--- config.mk ---
export PLATFORM = sky130hd
export DESIGN_NAME = gtxe2_chnl_rx_gearbox_flat
export DESIGN_NICKNAME = d
export VERILOG_FILES = /design/src/rtl/gtxe2_rx_pkg.sv /design/src/rtl/gtxe2_chnl_rx_gearbox_if.sv /design/src/rtl/gtxe2_chnl_rx_gearbox_fifo.sv /design/src/rtl/gtxe2_chnl_rx_gearbox.sv /design/src/flat_wrapper.sv
export SDC_FILE = /design/constraint.sdc
export NUM_CORES = 1
export LEC_CHECK = 0
export BUFFER_PORTS_ARGS = -buffer_cell sky130_fd_sc_hd__clkbuf_2
export CAP_MARGIN = 0
export CELL_PAD_IN_SITES_DETAIL_PLACEMENT = 0
export CELL_PAD_IN_SITES_GLOBAL_PLACEMENT = 1
export CORE_MARGIN = 1
export CORE_UTILIZATION = 57
export DETAILED_ROUTE_END_ITERATION = 10
export PLACE_DENSITY_LB_ADDON = 0.05
export SLEW_MARGIN = 10
export SYNTH_ARGS = -nofsm -noshare
export SYNTH_HDL_FRONTEND = slang
export SYNTH_SLANG_ARGS = --single-unit
--- constraint.sdc ---
create_clock -name usrclk -period 9.9 [get_ports usrclk]
set_input_delay 0.495 -clock usrclk [delete_from_list [all_inputs] [get_ports usrclk]]
set_output_delay 0.495 -clock usrclk [all_outputs]
set_load 0.02 [all_outputs]
--- src/rtl/gtxe2_rx_pkg.sv ---
// rtl/gtxe2_rx_pkg.sv - shared lane ordering, width helpers and defaults for the RX gearbox
package gtxe2_rx_pkg;

  // Lane 0 carries the first-received inner word and sits in the LSBs.
  localparam bit LANE0_IN_LSB = 1'b1;
  localparam int DEFAULT_LOG_DEPTH = 3;

  function automatic int iface_width(input int div, input int w);
    return div * w;
  endfunction

  function automatic int total_width(input int data_w, input int isk_w);
    return data_w + isk_w;
  endfunction

  function automatic int lane_lsb(input int lane, input int div, input int w);
    return LANE0_IN_LSB ? lane * w : (div - 1 - lane) * w;
  endfunction

endpackage

--- src/rtl/gtxe2_chnl_rx_gearbox_if.sv ---
// rtl/gtxe2_chnl_rx_gearbox_if.sv - inner-word input and packed-word output handshake bundle
interface gtxe2_chnl_rx_gearbox_if
  import gtxe2_rx_pkg::*;
#(
  parameter int internal_data_width = 16,
  parameter int internal_isk_width  = 2,
  parameter int div                 = 2
);

  localparam int OW  = iface_width(div, internal_data_width);
  localparam int OKW = iface_width(div, internal_isk_width);

  logic [internal_data_width-1:0] indata;
  logic [internal_isk_width-1:0]  inisk;
  logic                           in_val;
  logic                           realign;
  logic [OW-1:0]                  outdata;
  logic [OKW-1:0]                 outisk;
  logic                           out_val;
  logic                           out_ready;

  modport master (
    output indata, inisk, in_val, realign, out_ready,
    input  outdata, outisk, out_val
  );

  modport slave (
    input  indata, inisk, in_val, realign, out_ready,
    output outdata, outisk, out_val
  );

endinterface

--- src/rtl/gtxe2_chnl_rx_gearbox_fifo.sv ---
// rtl/gtxe2_chnl_rx_gearbox_fifo.sv - single-clock show-ahead FIFO with occupancy output
module gtxe2_chnl_rx_gearbox_fifo #(
  parameter int width     = 8,
  parameter int log_depth = 3
) (
  input  logic               clk,
  input  logic               rst_n,
  input  logic               push,
  input  logic [width-1:0]   push_data,
  input  logic               pop,
  output logic [width-1:0]   pop_data,
  output logic               full,
  output logic               empty,
  output logic [log_depth:0] level
);

  localparam int DEPTH = 2 ** log_depth;
  localparam logic [log_depth:0] FULL_LEVEL = DEPTH[log_depth:0];

  logic [width-1:0]   mem_q [DEPTH];
  logic [log_depth:0] wr_ptr_q, wr_ptr_d;
  logic [log_depth:0] rd_ptr_q, rd_ptr_d;
  logic               do_push;
  logic               do_pop;

  assign level   = wr_ptr_q - rd_ptr_q;
  assign full    = (level == FULL_LEVEL);
  assign empty   = (wr_ptr_q == rd_ptr_q);
  assign do_pop  = pop & ~empty;
  // A pop frees the slot in the same edge, so a full FIFO still accepts a push alongside it.
  assign do_push = push & (~full | pop);

  // Gating keeps the head at zero while empty, which also covers the post-reset value.
  assign pop_data = empty ? '0 : mem_q[rd_ptr_q[log_depth-1:0]];

  always_comb begin
    wr_ptr_d = wr_ptr_q + (log_depth+1)'(do_push);
    rd_ptr_d = rd_ptr_q + (log_depth+1)'(do_pop);
  end

  always_ff @(posedge clk or negedge rst_n) begin
    if (!rst_n) begin
      wr_ptr_q <= '0;
      rd_ptr_q <= '0;
    end else begin
      wr_ptr_q <= wr_ptr_d;
      rd_ptr_q <= rd_ptr_d;
    end
  end

  always_ff @(posedge clk) begin
    if (do_push) begin
      mem_q[wr_ptr_q[log_depth-1:0]] <= push_data;
    end
  end

endmodule

--- src/rtl/gtxe2_chnl_rx_gearbox.sv ---
// rtl/gtxe2_chnl_rx_gearbox.sv - packs inner words into div-wide words and buffers them in a FIFO
// Optional statistics counters: GTXE2_RX_GEARBOX_STATS_EN
module gtxe2_chnl_rx_gearbox
  import gtxe2_rx_pkg::*;
#(
  parameter int internal_data_width = 16,
  parameter int internal_isk_width  = 2,
  parameter int div                 = 2,
  parameter int log_depth           = DEFAULT_LOG_DEPTH,
  parameter int cnt_width           = 16
) (
  input  logic                 usrclk,
  input  logic                 reset_n,
  gtxe2_chnl_rx_gearbox_if.slave bus,
  output logic                 overflow,
  input  logic                 ovf_clear,
  output logic [log_depth:0]   level
`ifdef GTXE2_RX_GEARBOX_STATS_EN
  ,
  output logic [cnt_width-1:0] stat_words,
  output logic [cnt_width-1:0] stat_drops,
  output logic [cnt_width-1:0] stat_realigns
`endif
);

  localparam int DW  = internal_data_width;
  localparam int KW  = internal_isk_width;
  localparam int OW  = iface_width(div, DW);
  localparam int OKW = iface_width(div, KW);
  localparam int FW  = total_width(OW, OKW);
  localparam int CW  = (div > 1) ? $clog2(div) : 1;

  if (!(div == 1 || div == 2 || div == 4) || log_depth < 1 || cnt_width < 1) begin : g_param_check
    $error("gtxe2_chnl_rx_gearbox: unsupported parameter set");
  end

  logic [CW-1:0]  cnt_q, cnt_d;
  logic [OW-1:0]  bufd_q, bufd_d;
  logic [OKW-1:0] bufk_q, bufk_d;
  logic           overflow_q, overflow_d;
  logic           do_realign;
  logic           complete;
  logic           pop;
  logic           full;
  logic           empty;
  logic           drop;
  logic [FW-1:0]  fifo_head;

  assign do_realign = bus.in_val & bus.realign & (div > 1);

  always_comb begin
    cnt_d    = cnt_q;
    bufd_d   = bufd_q;
    bufk_d   = bufk_q;
    complete = 1'b0;
    if (bus.in_val) begin
      if (do_realign) begin
        bufd_d = '0;
        bufk_d = '0;
        bufd_d[lane_lsb(0, div, DW) +: DW] = bus.indata;
        bufk_d[lane_lsb(0, div, KW) +: KW] = bus.inisk;
        cnt_d  = CW'(1);
      end else begin
        for (int l = 0; l < div; l++) begin
          if (cnt_q == CW'(l)) begin
            bufd_d[lane_lsb(l, div, DW) +: DW] = bus.indata;
            bufk_d[lane_lsb(l, div, KW) +: KW] = bus.inisk;
          end
        end
        if (cnt_q == CW'(div - 1)) begin
          complete = 1'b1;
          cnt_d    = '0;
        end else begin
          cnt_d = cnt_q + CW'(1);
        end
      end
    end
  end

  assign pop  = bus.out_val & bus.out_ready;
  assign drop = complete & full & ~pop;

  // Set wins over clear so a drop in the clearing cycle is never lost.
  always_comb begin
    overflow_d = overflow_q;
    if (ovf_clear) overflow_d = 1'b0;
    if (drop)      overflow_d = 1'b1;
  end

  always_ff @(posedge usrclk or negedge reset_n) begin
    if (!reset_n) begin
      cnt_q      <= '0;
      bufd_q     <= '0;
      bufk_q     <= '0;
      overflow_q <= 1'b0;
    end else begin
      cnt_q      <= cnt_d;
      bufd_q     <= bufd_d;
      bufk_q     <= bufk_d;
      overflow_q <= overflow_d;
    end
  end

  // The completed word already includes the live input lane via bufd_d/bufk_d.
  gtxe2_chnl_rx_gearbox_fifo #(
    .width     (FW),
    .log_depth (log_depth)
  ) u_fifo (
    .clk       (usrclk),
    .rst_n     (reset_n),
    .push      (complete),
    .push_data ({bufk_d, bufd_d}),
    .pop       (pop),
    .pop_data  (fifo_head),
    .full      (full),
    .empty     (empty),
    .level     (level)
  );

  assign bus.outdata = fifo_head[OW-1:0];
  assign bus.outisk  = fifo_head[FW-1:OW];
  assign bus.out_val = ~empty;
  assign overflow    = overflow_q;

`ifdef GTXE2_RX_GEARBOX_STATS_EN
  logic [cnt_width-1:0] words_q, words_d;
  logic [cnt_width-1:0] drops_q, drops_d;
  logic [cnt_width-1:0] realigns_q, realigns_d;

  always_comb begin
    words_d    = words_q;
    drops_d    = drops_q;
    realigns_d = realigns_q;
    if (complete & ~drop & ~&words_q)              words_d    = words_q + cnt_width'(1);
    if (drop & ~&drops_q)                          drops_d    = drops_q + cnt_width'(1);
    if (bus.in_val & bus.realign & ~&realigns_q)   realigns_d = realigns_q + cnt_width'(1);
  end

  always_ff @(posedge usrclk or negedge reset_n) begin
    if (!reset_n) begin
      words_q    <= '0;
      drops_q    <= '0;
      realigns_q <= '0;
    end else begin
      words_q    <= words_d;
      drops_q    <= drops_d;
      realigns_q <= realigns_d;
    end
  end

  assign stat_words    = words_q;
  assign stat_drops    = drops_q;
  assign stat_realigns = realigns_q;
`endif

endmodule

--- src/flat_wrapper.sv ---
// flat-port wrapper written by rule: the top's interface ports become plain ports
module gtxe2_chnl_rx_gearbox_flat import gtxe2_rx_pkg::*;
#(
  parameter int internal_data_width = 16,
  parameter int internal_isk_width  = 2,
  parameter int div                 = 2,
  parameter int log_depth           = DEFAULT_LOG_DEPTH,
  parameter int cnt_width           = 16
)
  (usrclk, reset_n, overflow, ovf_clear, level, bus_indata, bus_inisk, bus_in_val, bus_realign, bus_out_ready, bus_outdata, bus_outisk, bus_out_val);
  gtxe2_chnl_rx_gearbox_if #(.internal_data_width(internal_data_width), .internal_isk_width(internal_isk_width), .div(div)) bus_i ();
  input  logic usrclk;
  input  logic reset_n;
  output logic overflow;
  input  logic ovf_clear;
  output logic [log_depth:0] level;
  input wire logic [$bits(bus_i.indata)-1:0] bus_indata;
  input wire logic [$bits(bus_i.inisk)-1:0] bus_inisk;
  input wire logic [$bits(bus_i.in_val)-1:0] bus_in_val;
  input wire logic [$bits(bus_i.realign)-1:0] bus_realign;
  input wire logic [$bits(bus_i.out_ready)-1:0] bus_out_ready;
  output wire logic [$bits(bus_i.outdata)-1:0] bus_outdata;
  output wire logic [$bits(bus_i.outisk)-1:0] bus_outisk;
  output wire logic [$bits(bus_i.out_val)-1:0] bus_out_val;
  assign bus_i.indata = bus_indata;
  assign bus_i.inisk = bus_inisk;
  assign bus_i.in_val = bus_in_val;
  assign bus_i.realign = bus_realign;
  assign bus_i.out_ready = bus_out_ready;
  assign bus_outdata = bus_i.outdata;
  assign bus_outisk = bus_i.outisk;
  assign bus_out_val = bus_i.out_val;
  gtxe2_chnl_rx_gearbox #(.internal_data_width(internal_data_width), .internal_isk_width(internal_isk_width), .div(div), .log_depth(log_depth), .cnt_width(cnt_width)) u_core (.usrclk(usrclk), .reset_n(reset_n), .bus(bus_i), .overflow(overflow), .ovf_clear(ovf_clear), .level(level));
endmodule
Yosys cells after proc, flatten, opt, wreduce, memory -nomap -nowiden
Memory sizes are Yosys's and may differ from the RTL's. Index checks and enable logic that the tools add are counted.

RAM bits: 288. Logic and storage cells: 42. Output and inout bits: 42. Memories: 1. Latch bits: 0. Register bits: 46. Memory bits (read-only): 0.

Div/mod/pow operators: 0. Order comparisons: 0. Bitwise gates (word level): 10. Shift operators: 0. Add/subtract/negate cells: 4. Reduce and logical (&&, ||, !) cells: 1. $mul: 0. Mux-type cells: 18. Equal/unequal tests: 2.

Memory list: u_core.u_fifo.mem_q (words 8, bits a word 36, rd ports 1, clocked after Yosys merged registers in 0, wr ports 1, line gtxe2_chnl_rx_gearbox_fifo.sv:20) `logic [width-1:0] mem_q [DEPTH];`.

Operators with widths (number): 32-bit 2-to-1 mux (2); 36-bit 2-to-1 mux (1); 16-bit 2-to-1 mux (2); 1-bit 2-to-1 mux (9); 4-bit by 1-bit adder with 4-bit output (2); 4-bit 2-to-1 mux (2); 1-bit bitwise AND (6); 4-bit == test (1); 4-bit == test (second input constant) (1); 2-bit 2-to-1 mux (2); 4-bit subtractor (1); 1-bit NOT (3); 2-bit nonzero test (1); 1-bit adder (second input constant) (1); 1-bit bitwise OR (1).

Depth between registers and ports, before layout
Gate-level depths: netlist (run 1).

Depth in word-level cells: 7. Depth in mapped cells: 11.

By module
A second synthesis (run 1) with hierarchy kept.

Cells, all modules: 681. Area, all modules: 12983.7 um^2.

By module, submodules not included: gtxe2_chnl_rx_gearbox_fifo (seq. area each 8848.5 um^2, cells each 552, times used 1, area each 11442.2 um^2); gtxe2_chnl_rx_gearbox (seq. area each 950.9 um^2, cells each 129, times used 1, area each 1541.5 um^2).

Worst setup path after synthesis (run 1)
Ideal clock, no wire load.

Path type: register -> register. Start: register u_core.u_fifo.rd_ptr_q[2]. End: memory u_core.u_fifo.mem_q[0][0] in the netlist's numbering, enable pin. Data arrival time: 5.337 ns. Period minus slack after synthesis: 5.856 ns. Path slack: 4.044 ns. Cell stages (with the launch flop): 8. Cells stage by stage: dfrtp_1 -> inv_2 -> clkbuf_1 -> ha_1 -> xnor2_1 -> or3_4 -> o41ai_4 -> nor4_1.

Word-level cells in the longest chain between the ends: 7. Elaborated cells on any way between the ends: 10.

Ends and longest elaborated chain: start: declaration (line gtxe2_chnl_rx_gearbox_fifo.sv:22) `logic [log_depth:0] rd_ptr_q, rd_ptr_d;`; start signal: assignment (line gtxe2_chnl_rx_gearbox_fifo.sv:47) `rd_ptr_q <= rd_ptr_d;`; 4-bit subtractor (line gtxe2_chnl_rx_gearbox_fifo.sv:26) `assign level = wr_ptr_q - rd_ptr_q;`; named net level[2] (line flat_wrapper.sv:16) `output logic [log_depth:0] level;`; 4-bit == test (line gtxe2_chnl_rx_gearbox_fifo.sv:27) `assign full = (level == FULL_LEVEL);`; 1-bit NOT (line gtxe2_chnl_rx_gearbox_fifo.sv:31) `assign do_push = push & (~full | pop);`; 1-bit bitwise OR (line gtxe2_chnl_rx_gearbox_fifo.sv:31); 1-bit bitwise AND (line gtxe2_chnl_rx_gearbox_fifo.sv:31); 1-bit 2-to-1 mux (line gtxe2_chnl_rx_gearbox_fifo.sv:52) `if (do_push) begin`; 1-bit 2-to-1 mux (not written as such) (line gtxe2_chnl_rx_gearbox_fifo.sv:53) `mem_q[wr_ptr_q[log_depth-1:0]] <= push_data;`; end: declaration (line gtxe2_chnl_rx_gearbox_fifo.sv:20).

The timed path passes the listed nets, and every way through them passes these cells.

Worst setup path in the final report (run 1)
Start: register u_core.u_fifo.rd_ptr_q[1]. End: output bus_outdata[21].

Word-level cells in the longest chain between the ends: 2. Elaborated cells on any way between the ends: 3.

Ends and longest elaborated chain: memory read 8 x 36 bit or 4-bit == test (tied branches); 36-bit 2-to-1 mux * (line gtxe2_chnl_rx_gearbox_fifo.sv:34) `assign pop_data = empty ? '0 : mem_q[rd_ptr_q[log_depth-1:0]];`; end: declaration (line flat_wrapper.sv:22) `output wire logic [$bits(bus_i.outdata)-1:0] bus_outdata;`.

Mark *: on every way between the ends. The rest lies on a longest branch, timed or not.

==> qor.csv, run 1 <==
stage,metric,value,unit
logic_synthesis,yosysTopAreaCellShare,67.3,%
timing,hold_violations,0,
timing,finalSetupViolations,0,
finish,seq_area,9800,um2
placement,dp_hpwl,14800,um
logic_synthesis,async_flop_share,13.8,%
logic_synthesis,ys.flop_type,edfxtp_1,
setup_path,crit_buf_inv,4,
detailed_routing,vias,6389,
logic_synthesis,synth_area_leaders,"edfxtp_1, mux4_2, dfrtp_1",
floorplanning,row_count,54,
setup_path,crit_arrival,3660,ps
logic_synthesis,synth_edf_count,288,
timing,finalCritPeriodShare,42.0,%
clock_network,postCtsHoldBufs,0,
timing,worstMarginPinSlew,975,ps
min_path,worst_hold_path_type,primary input to asynchronous set/reset pin,
global_routing,overflow,0,
timing,period_minus_slack,4160,ps
clock_network,cts_buffer_depth,3,
flow_run,drv_cap,0,
finish,multi_input_area,2910,um2
setup_path,critPathMaxStageDelay,950,ps
setup_path,critPathMaxFanout,40,
setup_path,critPathTopFamily,buffers and inverters,
logic_synthesis,netlist_top_cells_count,"edfxtp_1, nand2_1, mux4_2",
clock_network,postCtsSetupRepairBufs,0,
logic_synthesis,syn_avg_cell_area,19.1,um2
placement,portBuffers,65,
setup_path,crit_type,flip-flop to output port,
logic_synthesis,synth_cells,673,
detailed_routing,drtAntennaViolNets,0,
finish,nNetsFinal,792,
finish,diodes,0,
clock_network,worstSkewPairLatency,510,ps
logic_synthesis,synth_area,12900,um2
setup_path,cpMostUsedCell,buf_4,
setup_path,r2r_setup_slack,5930,ps
clock_network,cts_max_level,2,
global_routing,track_usage,24.0,%
floorplanning,dieArea,23200,um2
global_routing,grt_pass1_wl,40500,um
setup_path,cp-start-kind,flip-flop,
timing,fmax,240,MHz
logic_synthesis,synth_top_area_cell,edfxtp_1,
floorplanning,core_area,22000,um2
clock_network,path_clk_slew,60,ps
detailed_routing,dr.pass1.iters,7,
finish,design_area,14800,um2
logic_synthesis,yosysMostFrequentCell,edfxtp_1,
power,vdd_drop_max,0.203,mV
placement,placed_area,13600,um2
timing,tns,0,ps
detailed_routing,via_per_inst,5.99,
logic_synthesis,yosysWarningCount,0,
logic_synthesis,ys_seq_area_share,76.2,%
global_routing,antenna_found_initial,0,
clock_network,cts-resized-gates,0,
finish,layout-drive-gt1-share,30.2,%
detailed_routing,drt_iter0_markers,452,
power,power_leakage,5.16,nW
setup_path,crit_chain,buf_4 -> inv_1 -> ha_1 -> nand3_1 -> nor2_4 -> buf_4 -> a21oi_1 -> clkbuf_2,
global_routing,grt_pass1_vias,6812,
logic_synthesis,ys_ff_latch,334,
finish,n_fill_cell,1460,
logic_synthesis,synth_nets,705,
clock_network,cts_buffers,35,
status,violations,DRC,
status,outcome,"complete, but fails checks",
placement,globalplace.congestion,0.778,
floorplanning,io_pins,66,
clock_network,cts_tree,done,
floorplanning,die_h,152,um
clock_network,cts_root_buffer,clkbuf_16,
floorplanning,floorplan.initialDensity,58.5,%
timing,fin_skew,17.7,ps
detailed_routing,wirelength,26200,um
global_routing,grt_max_degree,47,
setup_path,critical_path_required,9410,ps
detailed_routing,drc,3,
timing,rsz0062_at_grt,false,
setup_path,cp_slowest_cell,dfrtp_2,
detailed_routing,wl_per_cell,24.6,um
setup_path,end_kind,output port,
power,power_density,302,nW/um2
floorplanning,fp.dieW,152,um
finish,area_growth,14.9,%
timing,slew_viol_final,0,
logic_synthesis,synth_cell_types,31,
clock_network,cts.sinks,334,
timing,slew_headroom,35.0,%
## cell usage in the layout, fill, tap and decap left out, types with 2 or more instances in the layout
cell type / synthesis / routed
mux4_2: 72 / 72
clkbuf_8: 0 / 6
clkbuf_1: 17 / 4
nand3_1: 3 / 3
bufinv_16: 0 / 4
nor4_2: 0 / 6
ha_1: 7 / 7
xnor2_1: 3 / 3
buf_4: 7 / 18
dfrtp_1: 46 / 44
edfxtp_1: 288 / 288
mux2_1: 9 / 9
nor3_2: 0 / 2
mux2_2: 9 / 9
xor2_1: 3 / 3
nor2_1: 4 / 3
clkinv_1: 0 / 4
clkbuf_2: 0 / 65
inv_1: 8 / 8
clkbuf_16: 0 / 37
nand2_1: 110 / 110
clkinv_2: 0 / 6
inv_2: 2 / 2
and2_1: 2 / 2
a21oi_1: 56 / 56
## layer usage
layer / track usage, % / wire length [um] / part of all wire [%]
met1: 31.3 / 10600 / 40
met2: 41.2 / 13600 / 52
met3: 4.07 / 1350 / 5.2
met4: 8.36 / 659 / 2.5
met5: 0 / 0 / 0
## cell type report
class / instances / share of cell area (%)
inverters: 11 / 0.288
flip-flops and latches: 334 / 66.4
repair buffers: 83 / 3.12
multi-input cells: 295 / 19.7
clock inverters: 16 / 1.23
clock buffers: 47 / 6.93
well taps: 280 / 2.37
## power by group
part	switching (mW)	leakage, nW	internal, mW
Combinational	0.817	1.38	0.529
Clock	0.507	0.595	0.830
Sequential	0.115	3.19	1.66
Total	1.44	5.16	3.02
## per-stage QoR
step                      hold slack (ps)  instances  power (mW)  setup slack, ps  util [%]
after floorplan                       199        673        2.74             4040         -
after global placement                476       1003        3.15             5900      61.8
after detailed placement              488       1003        3.17             5820      61.8
after CTS                             141       1066        4.51             5630      67.3
after global routing                  181       1066        4.66             5520      67.3
final                                 111       1066        4.46             5740      67.3
## sequential cells by signal, summed over array words and instances, names as in the netlist
register	count
u_core.overflow	1
u_core.u_fifo.wr_ptr_q	4
u_core.bufk_q	4
u_core.bufd_q	32
u_core.u_fifo.mem_q	288
u_core.u_fifo.rd_ptr_q	4
u_core.cnt_q	1
## worst paths after layout
check                                                          from                             endpoint  cells past startpoint
worst max-delay path            u_core.u_fifo.rd_ptr_q[1]$_DFF_PN0_                      bus_outdata[21]                      8
worst min-delay path                                        reset_n           u_core.bufd_q[2]$_DFF_PN0_                      2
worst max register to register  u_core.u_fifo.rd_ptr_q[1]$_DFF_PN0_  u_core.u_fifo.wr_ptr_q[2]$_DFF_PN0_                     10
worst min register to register  u_core.u_fifo.rd_ptr_q[3]$_DFF_PN0_  u_core.u_fifo.rd_ptr_q[3]$_DFF_PN0_                      1
max in group asynchronous                                   reset_n  u_core.u_fifo.rd_ptr_q[0]$_DFF_PN0_                      2
min in group usrclk                                       ovf_clear          u_core.overflow$_DFFE_PN0P_                      3
## cell families (layout without fill, tap and decap cells)
kind of cell / count (synthesis) / in the layout / share of synthesized area, %
xor+xnor: 6 / 6 / 0.409
compound gates: 61 / 61 / 2.64
fa+ha+maj: 8 / 8 / 0.837
simple gates: 130 / 130 / 4.12
mux: 90 / 90 / 14.2
buf+inv: 44 / 157 / 1.57
flops: 334 / 334 / 76.2
(Power assumes the default switching activity.)
==> inputs of run 2 (changes only) <==
CORE_UTILIZATION = 53   (was 57)
clock period = 4.25 ns   (was 9.9 ns; I/O delays follow)
==> run 2 against run 1 <==
Against the previous run:
- the run now ends clean
- non-clock buffer count increased by 7
- sequential power increased by 130%
- flip-flop and latch count unchanged
- combinational power increased by 150%
- final cell count increased by 4.3%
- setup slack got worse by 5000 ps
- critical path depth decreased by 2
- first-iteration DRC count decreased by 23%
- routed wire length increased by 2.7%
- total power increased by 130%
- core utilization decreased by 4.1 points
- design area increased by 0.92%
- critical path type unchanged
- largest power group unchanged
- highest routed layer unchanged
==> qor.csv, run 2 (synthesis results as in run 1) <==
stage,metric,value,unit
status,outcome,"complete, no violations",
finish,mostFrequentLayoutCells,"edfxtp_1, nand2_1, mux4_2",
floorplanning,fp.dieW,158,um
placement,dp.cells,1046,
global_routing,overflow,0,
detailed_routing,drt_iter0_markers,348,
global_routing,grt_max_degree,57,
timing,fmax,284,MHz
setup_path,crit_type,flip-flop to output port,
setup_path,cp-start-kind,flip-flop,
timing,hold_violations,0,
finish,nNetsFinal,799,
power,power_frac_comb,31.8,%
power,power_frac_seq,38.6,%
finish,area_growth,16.0,%
global_routing,grt_pass1_wl,41200,um
finish,post-route-util,63.1,%
detailed_routing,dr.pass1.iters,4,
setup_path,critPathMaxStageDelay,760,ps
flow_run,drv_cap,0,
clock_network,cts_root_buffer,clkbuf_16,
finish,layout-drive-gt1-share,29.5,%
floorplanning,die_h,158,um
min_path,worst_hold_path_type,primary input to flip-flop,
setup_path,cpMostUsedCell,buf_4,
power,vdd_drop_max,0.479,mV
floorplanning,dieArea,24900,um2
setup_path,critPathMaxFanout,38,
power,p_clk_share,29.6,%
detailed_routing,vias,6388,
power,power_density,700,nW/um2
placement,globalplace.congestion,0.722,
detailed_routing,via_per_inst,5.74,
floorplanning,io_pins,66,
power,sw_frac_of_total,32.6,%
setup_path,crit_arrival,3310,ps
finish,final_common_cell,edfxtp_1,
clock_network,postCtsSetupRepairBufs,0,
detailed_routing,drtAntennaViolNets,0,
timing,rsz0062_at_grt,false,
clock_network,cts_tree,done,
timing,whs,103,ps
timing,worstMarginPinSlew,926,ps
floorplanning,row_count,56,
setup_path,crit_chain,buf_4 -> buf_4 -> mux4_2 -> nand2_1 -> a21oi_1 -> clkbuf_2,
clock_network,cts_buffer_depth,3,
detailed_routing,drc,0,
global_routing,grt_pass1_vias,6906,
clock_network,postCtsHoldBufs,3,
clock_network,path_clk_slew,60,ps
clock_network,worstSkewPairLatency,500,ps
clock_network,cts.sinks,334,
setup_path,cp_slowest_cell,buf_4,
finish,instances_no_fill,1112,
clock_network,cts_max_level,2,
clock_network,cts_buffers,35,
global_routing,antenna_found_initial,0,
detailed_routing,wl_per_cell,24.2,um
power,internal_power,7.03,mW
finish,largest_reg_flops,288,
floorplanning,core_area,23600,um2
timing,finalSetupViolations,0,
placement,portBuffers,65,
detailed_routing,wirelength,26900,um
timing,period_minus_slack,3530,ps
finish,diodes,0,
power,power_leakage,5.18,nW
setup_path,critical_path_required,4040,ps
setup_path,end_kind,output port,
placement,dp_hpwl,15500,um
floorplanning,floorplan.initialDensity,54.4,%
clock_network,cts-resized-gates,0,
timing,slew_viol_final,0,
timing,fin_skew,16.2,ps
timing,slew_headroom,38.2,%
timing,finalCritPeriodShare,83.0,%
power,p_sw,3.40,mW
global_routing,track_usage,23.2,%
[run 2: changes by cell type in the layout (fill, tap and decap cells not counted), sizes merged]
cell and change:
clkinv -1, dlygate4sd3 +3, buf +4, bufinv +1
[run 2: routing by layer]
layer  global-route usage (%)  wire length [um]
met5                        0                 0
met4                     7.17               642
met3                     3.34              1050
met2                     39.6             13800
met1                     31.0             11400
[run 2: final timing paths]
kind	depth (start not counted)	slack, ps	to	startpoint
setup / recovery	6	720	bus_outdata[22]	u_core.u_fifo.rd_ptr_q[0]$_DFF_PN0_
hold / removal	2	100	u_core.bufk_q[1]$_DFF_PN0_	bus_inisk[1]
setup reg to reg	11	800	u_core.u_fifo.wr_ptr_q[2]$_DFF_PN0_	u_core.u_fifo.wr_ptr_q[0]$_DFF_PN0_
hold reg to reg	1	490	u_core.u_fifo.rd_ptr_q[3]$_DFF_PN0_	u_core.u_fifo.rd_ptr_q[3]$_DFF_PN0_
max in group asynchronous	3	3350	u_core.u_fifo.rd_ptr_q[0]$_DFF_PN0_	reset_n
min in group asynchronous	3	390	u_core.bufd_q[4]$_DFF_PN0_	reset_n
[run 2: layout make-up]
class,count,area (um2)
sequential,334,9800
multi-input combinational,295,2960
fill,1753,8710
timing repair buffer,90,520
inverter,11,42.5
tap,319,399
clock inverter,16,206
clock buffer,47,973
[run 2: worst max-delay path: cells and delay by family (launching register included)]
family                 cells  cell delay, ps
flip-flops                 1             400
AO/OA/AOI/OAI              1             150
AND/OR/NAND/NOR            1              90
multiplexers               1             590
buffers and inverters      3            1550
[run 2: power groups by stage]
stage          logic, mW  clock network, mW  registers [mW]
3_3_place_gp        3.35                  0            4.08
5_1_grt             3.60               3.27            4.05
2_1_floorplan       2.40                  0            4.00
6_report            3.31               3.09            4.03
4_1_cts             3.39               3.15            4.03
3_5_place_dp        3.38                  0            4.09
[run 2: stage by stage]
stage	worst slack, ps	TNS, ps	power (mW)	area (um2)
2_1_floorplan	-738	-88860	6.40	12900
3_3_place_gp	934	0	7.43	13700
6_report	724	0	10.4	14900
4_1_cts	584	0	10.6	14900
5_1_grt	438	0	10.9	14900
3_5_place_dp	843	0	7.47	13700
==> inputs of run 3 (changes only) <==
ABC_AREA = 1   (was default)
CORE_UTILIZATION = 45   (was 53)
clock period = 3.24 ns   (was 4.25 ns; I/O delays follow)
==> run 3 against run 2 <==
Against the previous run:
- clock power rose by 32%
- worst hold slack got worse by 47 ps
- combinational power rose by 62%
- clock skew fell by 2.8 ps
- critical path depth rose by 2
- non-clock buffer count rose by 16
- final cell count rose by 40%
- global-route usage fell by 1.4 points
- largest power group is now combinational logic
==> qor.csv, run 3 <==
stage,metric,value,unit
floorplanning,core_area,28900,um2
global_routing,grt_pass1_wl,49300,um
timing,period_minus_slack,3020,ps
logic_synthesis,ys.flop_type,edfxtp_1,
detailed_routing,dr_wl_met2,15700,um
logic_synthesis,yosysMostFrequentCell,edfxtp_1,
setup_path,cp-start-kind,flip-flop,
logic_synthesis,synth_top_area_cell,edfxtp_1,
power,vdd_drop_max,0.955,mV
clock_network,cts_tree,done,
finish,diodes,0,
clock_network,postCtsSetupRepairBufs,0,
floorplanning,io_pins,66,
finish,final_common_cell,edfxtp_1,
clock_network,cts_max_level,2,
setup_path,critical_path_required,3080,ps
floorplanning,floorplan.initialDensity,46.0,%
clock_network,cts.sinks,334,
global_routing,grt_max_degree,147,
clock_network,cts_buffers,36,
logic_synthesis,synth_cells,1069,
logic_synthesis,yosysTopAreaCellShare,65.2,%
setup_path,cpMostUsedCell,nor2_1,
timing,slew_viol_final,0,
timing,fmax,332,MHz
detailed_routing,drt_iter0_markers,664,
finish,area_growth,16.2,%
power,power_leakage,5.63,nW
finish,instances_no_fill,1557,
setup_path,critPathMaxStageDelay,490,ps
logic_synthesis,ys_seq_area_share,73.8,%
global_routing,track_usage,21.7,%
floorplanning,row_count,62,
logic_synthesis,async_flop_share,13.8,%
global_routing,overflow,0,
detailed_routing,wl_per_cell,20.8,um
finish,layout-drive-gt1-share,14.2,%
detailed_routing,wl_met3,1010,um
setup_path,crit_arrival,2850,ps
clock_network,cts_buffer_depth,3,
floorplanning,dieArea,30200,um2
timing,fin_skew,13.4,ps
logic_synthesis,synth_cell_types,25,
clock_network,path_clk_slew,50,ps
detailed_routing,drtAntennaViolNets,0,
timing,finalSetupViolations,0,
setup_path,critPathTopFamily,buffers and inverters,
detailed_routing,met1_length,15000,um
finish,nNetsFinal,1179,
finish,seq_area,9810,um2
setup_path,cp_slowest_cell,dfrtp_4,
placement,dp_hpwl,17400,um
setup_path,crit_type,flip-flop to output port,
flow_run,drv_cap,0,
logic_synthesis,syn_avg_cell_area,12.4,um2
clock_network,worstSkewPairLatency,520,ps
logic_synthesis,netlist_top_cells_count,"edfxtp_1, nor2_1, o21ai_0",
timing,slew_headroom,29.2,%
power,power_density,952,nW/um2
clock_network,cts_root_buffer,clkbuf_16,
global_routing,grt_pass1_vias,8060,
setup_path,critPathMaxFanout,146,
timing,worstMarginPinSlew,1050,ps
finish,mostFrequentLayoutCells,"edfxtp_1, nor2_1, o21ai_0",
min_path,worst_hold_path_type,primary input to flip-flop,
logic_synthesis,synth_area,13300,um2
placement,dp.cells,1488,
setup_path,end_kind,output port,
finish,n_fill_cell,2513,
detailed_routing,highest_layer,met4,
power,total_power,14.7,mW
finish,multi_input_area,3050,um2
detailed_routing,drc,0,
timing,rsz0062_at_grt,false,
floorplanning,die_h,174,um
detailed_routing,vias,8212,
logic_synthesis,synth_nets,1101,
detailed_routing,via_per_inst,5.27,
finish,largest_reg_flops,288,
logic_synthesis,synth_edf_count,288,
setup_path,crit_buf_inv,4,
floorplanning,fp.dieW,174,um
logic_synthesis,ys_ff_latch,334,
status,outcome,"complete, no violations",
global_routing,antenna_found_initial,0,
detailed_routing,dr.pass1.iters,7,
timing,finalCritPeriodShare,93.1,%
placement,portBuffers,65,
logic_synthesis,synth_area_leaders,"edfxtp_1, dfrtp_1, nor2_1",
timing,hold_violations,0,
detailed_routing,wirelength,32400,um
logic_synthesis,yosysWarningCount,0,
placement,globalplace.congestion,0.735,
setup_path,crit_chain,buf_12 -> inv_4 -> buf_4 -> o21ai_0 -> o22ai_1 -> nor2_1 -> nor2_1 -> clkbuf_2,
## run 3: tightest hold or removal path, delay by kind of cell
family,cells,cell delay [ps]
buf+inv,2,140
compound gates,1,180
## run 3: final timing paths
kind / start / endpoint / slack [ps] / depth (start not counted)
worst max-delay path: u_core.u_fifo.rd_ptr_q[0]$_DFF_PN0_ / bus_outdata[6] / 220 / 8
worst min-delay path: bus_inisk[1] / u_core.bufk_q[3]$_DFF_PN0_ / 60 / 3
worst max register to register: u_core.u_fifo.wr_ptr_q[0]$_DFF_PN0_ / u_core.u_fifo.mem_q[0][17]$_DFFE_PP_ / 460 / 11
worst min register to register: u_core.overflow$_DFFE_PN0P_ / u_core.overflow$_DFFE_PN0P_ / 520 / 2
max in group asynchronous: reset_n / u_core.bufd_q[14]$_DFF_PN0_ / 2280 / 3
min in group asynchronous: reset_n / u_core.u_fifo.rd_ptr_q[1]$_DFF_PN0_ / 250 / 2
## run 3: power by group
part / leakage [nW] / internal, mW / switching (mW)
clock network: 0.570 / 2.48 / 1.60
logic: 1.88 / 1.57 / 3.80
registers: 3.18 / 5.11 / 0.111
total: 5.63 / 9.16 / 5.52
## run 3: cell families (layout without fill, tap and decap cells)
| group | count (synthesis) | after routing | synth area share (%) |
|---|---|---|---|
| flops | 334 | 334 | 73.8 |
| compound gates | 275 | 275 | 11.4 |
| buf+inv | 101 | 205 | 3.68 |
| fa+ha+maj | 8 | 8 | 0.811 |
| simple gates | 347 | 347 | 9.98 |
| xor+xnor | 4 | 4 | 0.264 |
## run 3: what timing repair did
item,in CTS,in global routing
hold buffers,5,0
resized for setup,0,0
hold endpoints to repair,25,0
## run 3: metal layers
metal	GRT usage [%]	vias to the layer above
met5	0	-
met4	5.96	0
met3	2.74	51
met2	36.2	134
met1	30.2	4055
li1	-	3972
## run 3: area by class of cell
cell class | count | area share (%)
clock inverters | 9 | 0.852
flip-flops and latches | 334 | 63.6
well taps | 384 | 3.12
clock buffers | 55 | 6.83
multi-input cells | 634 | 19.7
inverters | 35 | 0.868
repair buffers | 106 | 5.00
## run 3: metrics by stage
stage	utilization [%]	setup WS [ps]	setup TNS [ps]	hold slack [ps]	cell area (um2)
after CTS	53.4	178	0	35.7	15400
after detailed placement	49.2	451	0	262	14200
after global routing	53.4	20.6	0	79.2	15400
after global placement	49.2	533	0	249	14200
final	53.4	224	0	55.5	15400
after floorplan	-	-131	-37690	-134	13300
